<file path="src/rtl/johnson_phase_sequencer_if.sv">
// ---------------------------------------------------------------------------
// johnson_phase_sequencer_if
//
// Bundles the control handshake and the phase outputs of the Johnson phase
// sequencer.  The master side (upstream control FSM) drives the requests;
// the slave side (the sequencer) drives status and phase outputs.
//
// Handshake semantics:
//   start/rotations : one-cycle request, accepted only while busy is 0 and
//                     rotations is non-zero; start while busy is 1 is ignored.
//                     There is no ready signal: !busy is the ready condition.
//   stop            : graceful stop request, meaningful only while busy is 1;
//                     the rotation in progress always completes.
//   done            : one-cycle pulse on the first cycle after busy falls at
//                     the normal end of a sequence (never after reset).
//
// Signals:
//   start, rotations, stop, step_en       master -> slave
//   busy, done, phase_valid, phase_idx,
//   phase_onehot, count, rot_left,
//   illegal_state, state_dbg               slave -> master
//   state_dbg exposes the FSM state (0 = IDLE, 1 = RUN).
// ---------------------------------------------------------------------------
interface johnson_phase_sequencer_if #(
  parameter int WIDTH = 4,
  parameter int CNT_W = 8
);
  localparam int NPH  = 2 * WIDTH;
  localparam int PH_W = $clog2(NPH);

  logic             start;
  logic [CNT_W-1:0] rotations;
  logic             stop;
  logic             step_en;

  logic             busy;
  logic             done;
  logic             phase_valid;
  logic [PH_W-1:0]  phase_idx;
  logic [NPH-1:0]   phase_onehot;
  logic [WIDTH-1:0] count;
  logic [CNT_W-1:0] rot_left;
  logic             illegal_state;
  logic             state_dbg;

  modport master (
    output start, rotations, stop, step_en,
    input  busy, done, phase_valid, phase_idx, phase_onehot, count,
           rot_left, illegal_state, state_dbg
  );

  modport slave (
    input  start, rotations, stop, step_en,
    output busy, done, phase_valid, phase_idx, phase_onehot, count,
           rot_left, illegal_state, state_dbg
  );
endinterface

</file>
<file path="src/rtl/johnson_phase_sequencer.sv">
// ---------------------------------------------------------------------------
// johnson_phase_sequencer
//
// Steps a WIDTH-bit Johnson counter through a programmed number of full
// rotations (2*WIDTH phases each), decoding the counter into a phase index
// and a one-hot phase strobe for time-slotting a shared resource.
//
// Ports:
//   clk    - system clock, rising edge
//   rst_n  - asynchronous active-low reset
//   bus    - johnson_phase_sequencer_if.slave: start/rotations/stop/step_en
//            in; busy/done/phase_valid/phase_idx/phase_onehot/count/
//            rot_left/illegal_state/state_dbg out
//
// Optional feature (macro JOHNSON_SELF_CORRECT_EN):
//   When defined, any count value outside the 2*WIDTH legal Johnson states
//   is forced back to 0 on the next edge (in IDLE or RUN, regardless of
//   step_en) and illegal_state pulses for one cycle.  When undefined,
//   illegal_state is tied to 0.
// ---------------------------------------------------------------------------
module johnson_phase_sequencer #(
  parameter int WIDTH = 4,
  parameter int CNT_W = 8
) (
  input  logic                    clk,
  input  logic                    rst_n,
  johnson_phase_sequencer_if.slave bus
);
  localparam int NPH  = 2 * WIDTH;
  localparam int PH_W = $clog2(NPH);

  typedef enum logic {IDLE = 1'b0, RUN = 1'b1} state_t;

  state_t           state_q, state_d;
  logic [WIDTH-1:0] count_q, count_d;
  logic [WIDTH-1:0] count_step;
  logic [CNT_W-1:0] rot_q, rot_d;
  logic             stop_pend_q, stop_pend_d;
  logic             done_q, done_d;
  logic [PH_W:0]    pop;
  logic [PH_W-1:0]  idx;
  logic             at_last;
  logic             illegal;
  logic             busy;

  assign count_step = {~count_q[0], count_q[WIDTH-1:1]};

  always_comb begin
    pop = '0;
    for (int i = 0; i < WIDTH; i++) pop = pop + (PH_W+1)'(count_q[i]);
  end

  // Leading-ones states (MSB set) are phases 1..WIDTH; trailing-ones states
  // are phases WIDTH+1..NPH-1, counted down from NPH by the number of ones.
  always_comb begin
    if (count_q[WIDTH-1])  idx = pop[PH_W-1:0];
    else if (pop == '0)    idx = '0;
    else                   idx = PH_W'((PH_W+1)'(NPH) - pop);
  end

  assign at_last = (idx == PH_W'(NPH - 1));

`ifdef JOHNSON_SELF_CORRECT_EN
  logic [WIDTH-1:0] thermo;
  logic             illegal_q;

  // A legal state is a solid run of ones anchored at the MSB (leading) or at
  // the LSB (trailing); rebuild that pattern from the popcount and compare.
  always_comb begin
    if (count_q[WIDTH-1]) thermo = ~({WIDTH{1'b1}} >> pop);
    else                  thermo = {WIDTH{1'b1}} >> (WIDTH - int'(pop));
  end

  assign illegal = (count_q != thermo);

  always_ff @(posedge clk or negedge rst_n) begin
    if (!rst_n) illegal_q <= 1'b0;
    else        illegal_q <= illegal;
  end

  assign bus.illegal_state = illegal_q;
`else
  assign illegal           = 1'b0;
  assign bus.illegal_state = 1'b0;
`endif

  always_ff @(posedge clk or negedge rst_n) begin
    if (!rst_n) begin
      state_q     <= IDLE;
      count_q     <= '0;
      rot_q       <= '0;
      stop_pend_q <= 1'b0;
      done_q      <= 1'b0;
    end else begin
      state_q     <= state_d;
      count_q     <= count_d;
      rot_q       <= rot_d;
      stop_pend_q <= stop_pend_d;
      done_q      <= done_d;
    end
  end

  always_comb begin
    state_d     = state_q;
    count_d     = count_q;
    rot_d       = rot_q;
    stop_pend_d = stop_pend_q;
    done_d      = 1'b0;
    case (state_q)
      IDLE: begin
        if (bus.start && (bus.rotations != '0)) begin
          state_d     = RUN;
          rot_d       = bus.rotations;
          count_d     = '0;
          stop_pend_d = 1'b0;
        end else if (illegal) begin
          count_d = '0;
        end
      end
      RUN: begin
        if (bus.stop) stop_pend_d = 1'b1;
        // Correction takes priority over stepping so a corrupted state can
        // never be mistaken for the end of a rotation.
        if (illegal) begin
          count_d = '0;
        end else if (bus.step_en) begin
          if (at_last) begin
            count_d = '0;
            if ((rot_q == CNT_W'(1)) || stop_pend_q || bus.stop) begin
              state_d = IDLE;
              rot_d   = '0;
              done_d  = 1'b1;
            end else begin
              rot_d = rot_q - CNT_W'(1);
            end
          end else begin
            count_d = count_step;
          end
        end
      end
      default: state_d = IDLE;
    endcase
  end

  assign busy             = (state_q == RUN);
  assign bus.busy         = busy;
  assign bus.phase_valid  = busy;
  assign bus.phase_idx    = busy ? idx : '0;
  assign bus.phase_onehot = busy ? (NPH'(1) << idx) : '0;
  assign bus.count        = count_q;
  assign bus.rot_left     = rot_q;
  assign bus.done         = done_q;
  assign bus.state_dbg    = state_q;
endmodule

</file>
<file path="src/flat_wrapper.sv">
// flat-port wrapper written by rule: the top's interface ports become plain ports
module johnson_phase_sequencer_flat 
#(
  parameter int WIDTH = 4,
  parameter int CNT_W = 8
)
  (clk, rst_n, bus_start, bus_rotations, bus_stop, bus_step_en, bus_busy, bus_done, bus_phase_valid, bus_phase_idx, bus_phase_onehot, bus_count, bus_rot_left, bus_illegal_state, bus_state_dbg);
  johnson_phase_sequencer_if #(.WIDTH(WIDTH), .CNT_W(CNT_W)) bus_i ();
  input  logic clk;
  input  logic rst_n;
  input wire logic [$bits(bus_i.start)-1:0] bus_start;
  input wire logic [$bits(bus_i.rotations)-1:0] bus_rotations;
  input wire logic [$bits(bus_i.stop)-1:0] bus_stop;
  input wire logic [$bits(bus_i.step_en)-1:0] bus_step_en;
  output wire logic [$bits(bus_i.busy)-1:0] bus_busy;
  output wire logic [$bits(bus_i.done)-1:0] bus_done;
  output wire logic [$bits(bus_i.phase_valid)-1:0] bus_phase_valid;
  output wire logic [$bits(bus_i.phase_idx)-1:0] bus_phase_idx;
  output wire logic [$bits(bus_i.phase_onehot)-1:0] bus_phase_onehot;
  output wire logic [$bits(bus_i.count)-1:0] bus_count;
  output wire logic [$bits(bus_i.rot_left)-1:0] bus_rot_left;
  output wire logic [$bits(bus_i.illegal_state)-1:0] bus_illegal_state;
  output wire logic [$bits(bus_i.state_dbg)-1:0] bus_state_dbg;
  assign bus_i.start = bus_start;
  assign bus_i.rotations = bus_rotations;
  assign bus_i.stop = bus_stop;
  assign bus_i.step_en = bus_step_en;
  assign bus_busy = bus_i.busy;
  assign bus_done = bus_i.done;
  assign bus_phase_valid = bus_i.phase_valid;
  assign bus_phase_idx = bus_i.phase_idx;
  assign bus_phase_onehot = bus_i.phase_onehot;
  assign bus_count = bus_i.count;
  assign bus_rot_left = bus_i.rot_left;
  assign bus_illegal_state = bus_i.illegal_state;
  assign bus_state_dbg = bus_i.state_dbg;
  johnson_phase_sequencer #(.WIDTH(WIDTH), .CNT_W(CNT_W)) u_core (.clk(clk), .rst_n(rst_n), .bus(bus_i));
endmodule
</file>
<file path="config.mk">
export PLATFORM = sky130hd
export DESIGN_NAME = johnson_phase_sequencer_flat
export DESIGN_NICKNAME = d
export VERILOG_FILES = /design/src/rtl/johnson_phase_sequencer_if.sv /design/src/rtl/johnson_phase_sequencer.sv /design/src/flat_wrapper.sv
export SDC_FILE = /design/constraint.sdc
export NUM_CORES = 1
export LEC_CHECK = 0
export BUFFER_PORTS_ARGS = -buffer_cell sky130_fd_sc_hd__clkbuf_2
export CAP_MARGIN = 10
export CORE_MARGIN = 5
export CORE_UTILIZATION = 49
export DETAILED_ROUTE_END_ITERATION = 10
export GPL_ROUTABILITY_DRIVEN = 1
export PLACE_DENSITY_LB_ADDON = 0.05
export SLEW_MARGIN = 20
export SYNTH_ARGS = -nofsm -noshare
export SYNTH_HDL_FRONTEND = slang
export SYNTH_SLANG_ARGS = --single-unit
</file>
<file path="constraint.sdc">
create_clock -name clk -period 3.4 [get_ports clk]
set_input_delay 0.51 -clock clk [delete_from_list [all_inputs] [get_ports clk]]
set_output_delay 0.51 -clock clk [all_outputs]
set_load 0.01 [all_outputs]
</file>
==> flow_metrics.tcl <==
set metrics [dict create \
    path_buf_inv 4 \
    max_stage_delay_ns 0.39 \
    routedWlPerCell_um 15.3 \
    fin_cells 195 \
    end_kind "primary output" \
    vias_per_cell 5.65 \
    slew-limit-headroom_pct 59.4 \
    rsz0062_at_grt "yes" \
    fin_crit_sh_pct 96.7 \
    critical_path.top_delay_family "adder cells" \
    diodes 0 \
    chipHeight_um 58.6 \
    postLayoutCoreUtil_pct 63.8 \
    status "finished clean" \
    clockRootBuffer "clkbuf_4" \
    maxCapViolations 0 \
    worst_ep_arrival_time_ns 2.78 \
    setup_violations 0 \
    dp_hpwl_um 2220 \
    finalPower_mw 1.71 \
    yosysSeqAreaShare_pct 32.4 \
    fmax_ghz 0.304 \
    cts_tree "built" \
    crit_chain "ha_1, inv_1, fa_1, inv_2, ha_4, inv_1, ha_2, or3_4, and2_1, nand2b_4, nor3_2, buf_2" \
    synth_compound_area_share_pct 24.1 \
    yosys.area_share.adder_pct 7.14 \
    grtUsageTotal_pct 17.7 \
    peakVddDrop_uv 1240 \
    antenna_found_initial 0 \
    io_buffers 39 \
    io-pin-count 41 \
    antenna_left 0 \
    ctsHoldBuffers 0 \
    initial_core_util_pct 51.8 \
    grt_max_degree 16 \
    synth.top_cells.by_area "dfrtp_1, ha_1, nand2_1" \
    grt_overflow 0 \
    critPathMaxFanout 4 \
    synthesis.nets 147 \
    dr.pass1.iters 5 \
    synth_top_family_by_area "compound AO/OA/AOI/OAI gates" \
    syn_area_um2 1160 \
    post-place-ws_ns 0.296 \
    drc 0 \
    core_um2 2230 \
    p_leak_nw 0.717 \
    clkTransAtPathRegs_ns 0.09 \
    dieArea_um2 3430 \
    yosysUniqueCellTypes 45 \
    clk_latency_ns 0.29 \
    hold_slack_ns 0.115 \
    report.final.slew_viol_count 0 \
    reg2reg_setup_slack_ns 0.54 \
    ys_seq_elements 15 \
    layout-drive-gt1-share_pct 37.7 \
    cellPowerDensity_nw_per_um2 1200 \
    cts_buffers 3 \
    cts_max_path_buffers 2 \
    postLayoutSetupSlackWorst_ns 0.112 \
    yosys.area.top_type "dfrtp_1" \
    period_minus_slack_ns 3.29 \
    fill_cells 219 \
    cts_max_level 1 \
    yosys.area_share.xor_xnor_pct 0.757 \
    rr_worst_depth 11 \
    dpl_cell_area_um2 1330 \
    setup_tns_ns 0 \
    first_global_vias 1028 \
    dp.cells 187 \
    r2r_end "u_core.bus.rot_left[1]$_DFFE_PN0P_" \
    worst_slew_pin_slew_ns 0.604 \
    synthCells 128 \
    wl_um 2990 \
    r2r_start "u_core.bus.count[0]$_DFFE_PN0P_" \
    area_growth_pct 23.1 \
    hold_class "input port to asynchronous set/reset pin" \
    synth_top_area_share_pct 32.4 \
    design_area_um2 1430 \
    yosysWarnings 0 \
    cp-start-kind "flop" \
    vias 1101 \
    rows 17 \
    finClkSkew_ns 0.0102 \
    grt_pass1_wl_um 4720 \
    critPathMostFrequentCell "inv_1" \
    cp.required_ns 2.89 \
    synth-simple-area-share_pct 22.1 \
    nNetsFinal 187 \
    fp.dieW_um 58.6 \
    avgSynthCellArea_um2 9.04 \
    hold_violations 0 \
    dr.first_iter.drc_count 27 \
    gp_congestion 0.782 \
    cp_slowest_cell "dfrtp_1" \
    synth_mux_area_share_pct 3.68 \
    critPathKind "flop to primary output" \
    cts_sinks 15 \
]
==> sequential cells by signal (all words and copies together), names as in the netlist <==
register	count
u_core.bus.rot_left	8
u_core.bus.count	4
u_core.bus.busy	1
u_core.bus.done	1
u_core.stop_pend_q	1
==> per-layer routing <==
metal,track usage (%),vias to the layer above,part of all wire [%]
met4,1.94,0,0.40
li1,-,544,-
met5,0,-,0
met3,4.39,4,5.5
met2,30.0,33,49
met1,23.6,520,45
==> synthesized netlist by cell type (all sizes together) <==
| library cell | instances |
|---|---|
| a2111oi | 1 |
| a211o | 1 |
| a21oi | 1 |
| a22o | 3 |
| a22oi | 3 |
| a2bb2oi | 1 |
| a31oi | 1 |
| a32oi | 2 |
| and2 | 2 |
| and2b | 1 |
| and3 | 1 |
| and4b | 1 |
| buf | 7 |
| clkbuf | 2 |
| conb | 1 |
| dfrtp | 15 |
| fa | 1 |
| ha | 5 |
| inv | 12 |
| mux2 | 2 |
| mux2i | 2 |
| nand2 | 14 |
| nand2b | 2 |
| nand3 | 4 |
| nand3b | 1 |
| nor2 | 11 |
| nor2b | 1 |
| nor3 | 4 |
| nor4 | 3 |
| o211a | 1 |
| o211ai | 3 |
| o21a | 1 |
| o21ai | 2 |
| o221ai | 6 |
| o2bb2ai | 3 |
| o32a | 1 |
| or2b | 1 |
| or3 | 3 |
| or4b | 1 |
| xnor2 | 1 |
==> timing repair <==
action,in CTS,in global routing
pin swaps,0,1
gates resized for setup,0,12
buffers inserted,2,2
endpoints found under the setup margin,1,9
==> layout by cell type, fill, tap and decap left out, types with 2 or more instances in the layout <==
master and n:
o211ai_1 3, ha_1 3, nor2_2 2, a22o_1 3, nor4_1 3, o221ai_1 5, mux2i_1 2, nand2_1 14
clkbuf_2 37, o21ai_0 2, buf_4 5, nor2_1 9, and2_1 2, clkbuf_4 3, o2bb2ai_1 3, nor3_1 3
nand3_1 4, inv_1 11, mux2_2 2, a22oi_1 2, buf_2 2, dfrtp_1 14, or3_1 2
==> worst max path at each step <==
| stage | start | endpoint | slack (ns) | depth (start not counted) |
|---|---|---|---|---|
| after floorplan | u_core.bus.count[0]$_DFFE_PN0P_ | bus_phase_onehot[5] | 0.40 | 11 |
| after global placement | u_core.bus.count[0]$_DFFE_PN0P_ | bus_phase_onehot[5] | 0.37 | 12 |
| after detailed placement | u_core.bus.count[0]$_DFFE_PN0P_ | bus_phase_onehot[5] | 0.30 | 12 |
| after CTS | u_core.bus.count[0]$_DFFE_PN0P_ | bus_phase_onehot[5] | 0.03 | 12 |
| after global routing | u_core.bus.count[0]$_DFFE_PN0P_ | bus_phase_onehot[5] | -0.04 | 12 |
| final | u_core.bus.count[0]$_DFFE_PN0P_ | bus_phase_onehot[5] | 0.11 | 12 |
==> logic make-up (layout without fill, tap and decap cells) <==
logic type                 count (synthesis)  count (layout)
xor gates and xnor gates                   1               1
AOI/OAI and AO/OA                         30              30
DFF                                       15              15
and+or+nand+nor                           50              50
adders and majority gates                  6               6
buffers and inverters                     21              60
muxes                                      4               4
other                                      1               1
==> report_power, final <==
group	switching [mW]	total [mW]	internal [mW]
registers	0.0575	0.286	0.229
logic	0.755	1.32	0.562
clock network	0.0577	0.103	0.0456
==> area by class of cell <==
cell class	count	area (um2)	share of cell area, %
Clock buffer	4	26.3	1.84
Multi-Input combinational cell	92	709	49.8
Sequential cell	15	377	26.4
Inverter	12	45.0	3.16
Timing Repair Buffer	44	233	16.3
Tap cell	28	35.0	2.46
(Power assumes the default switching activity.)
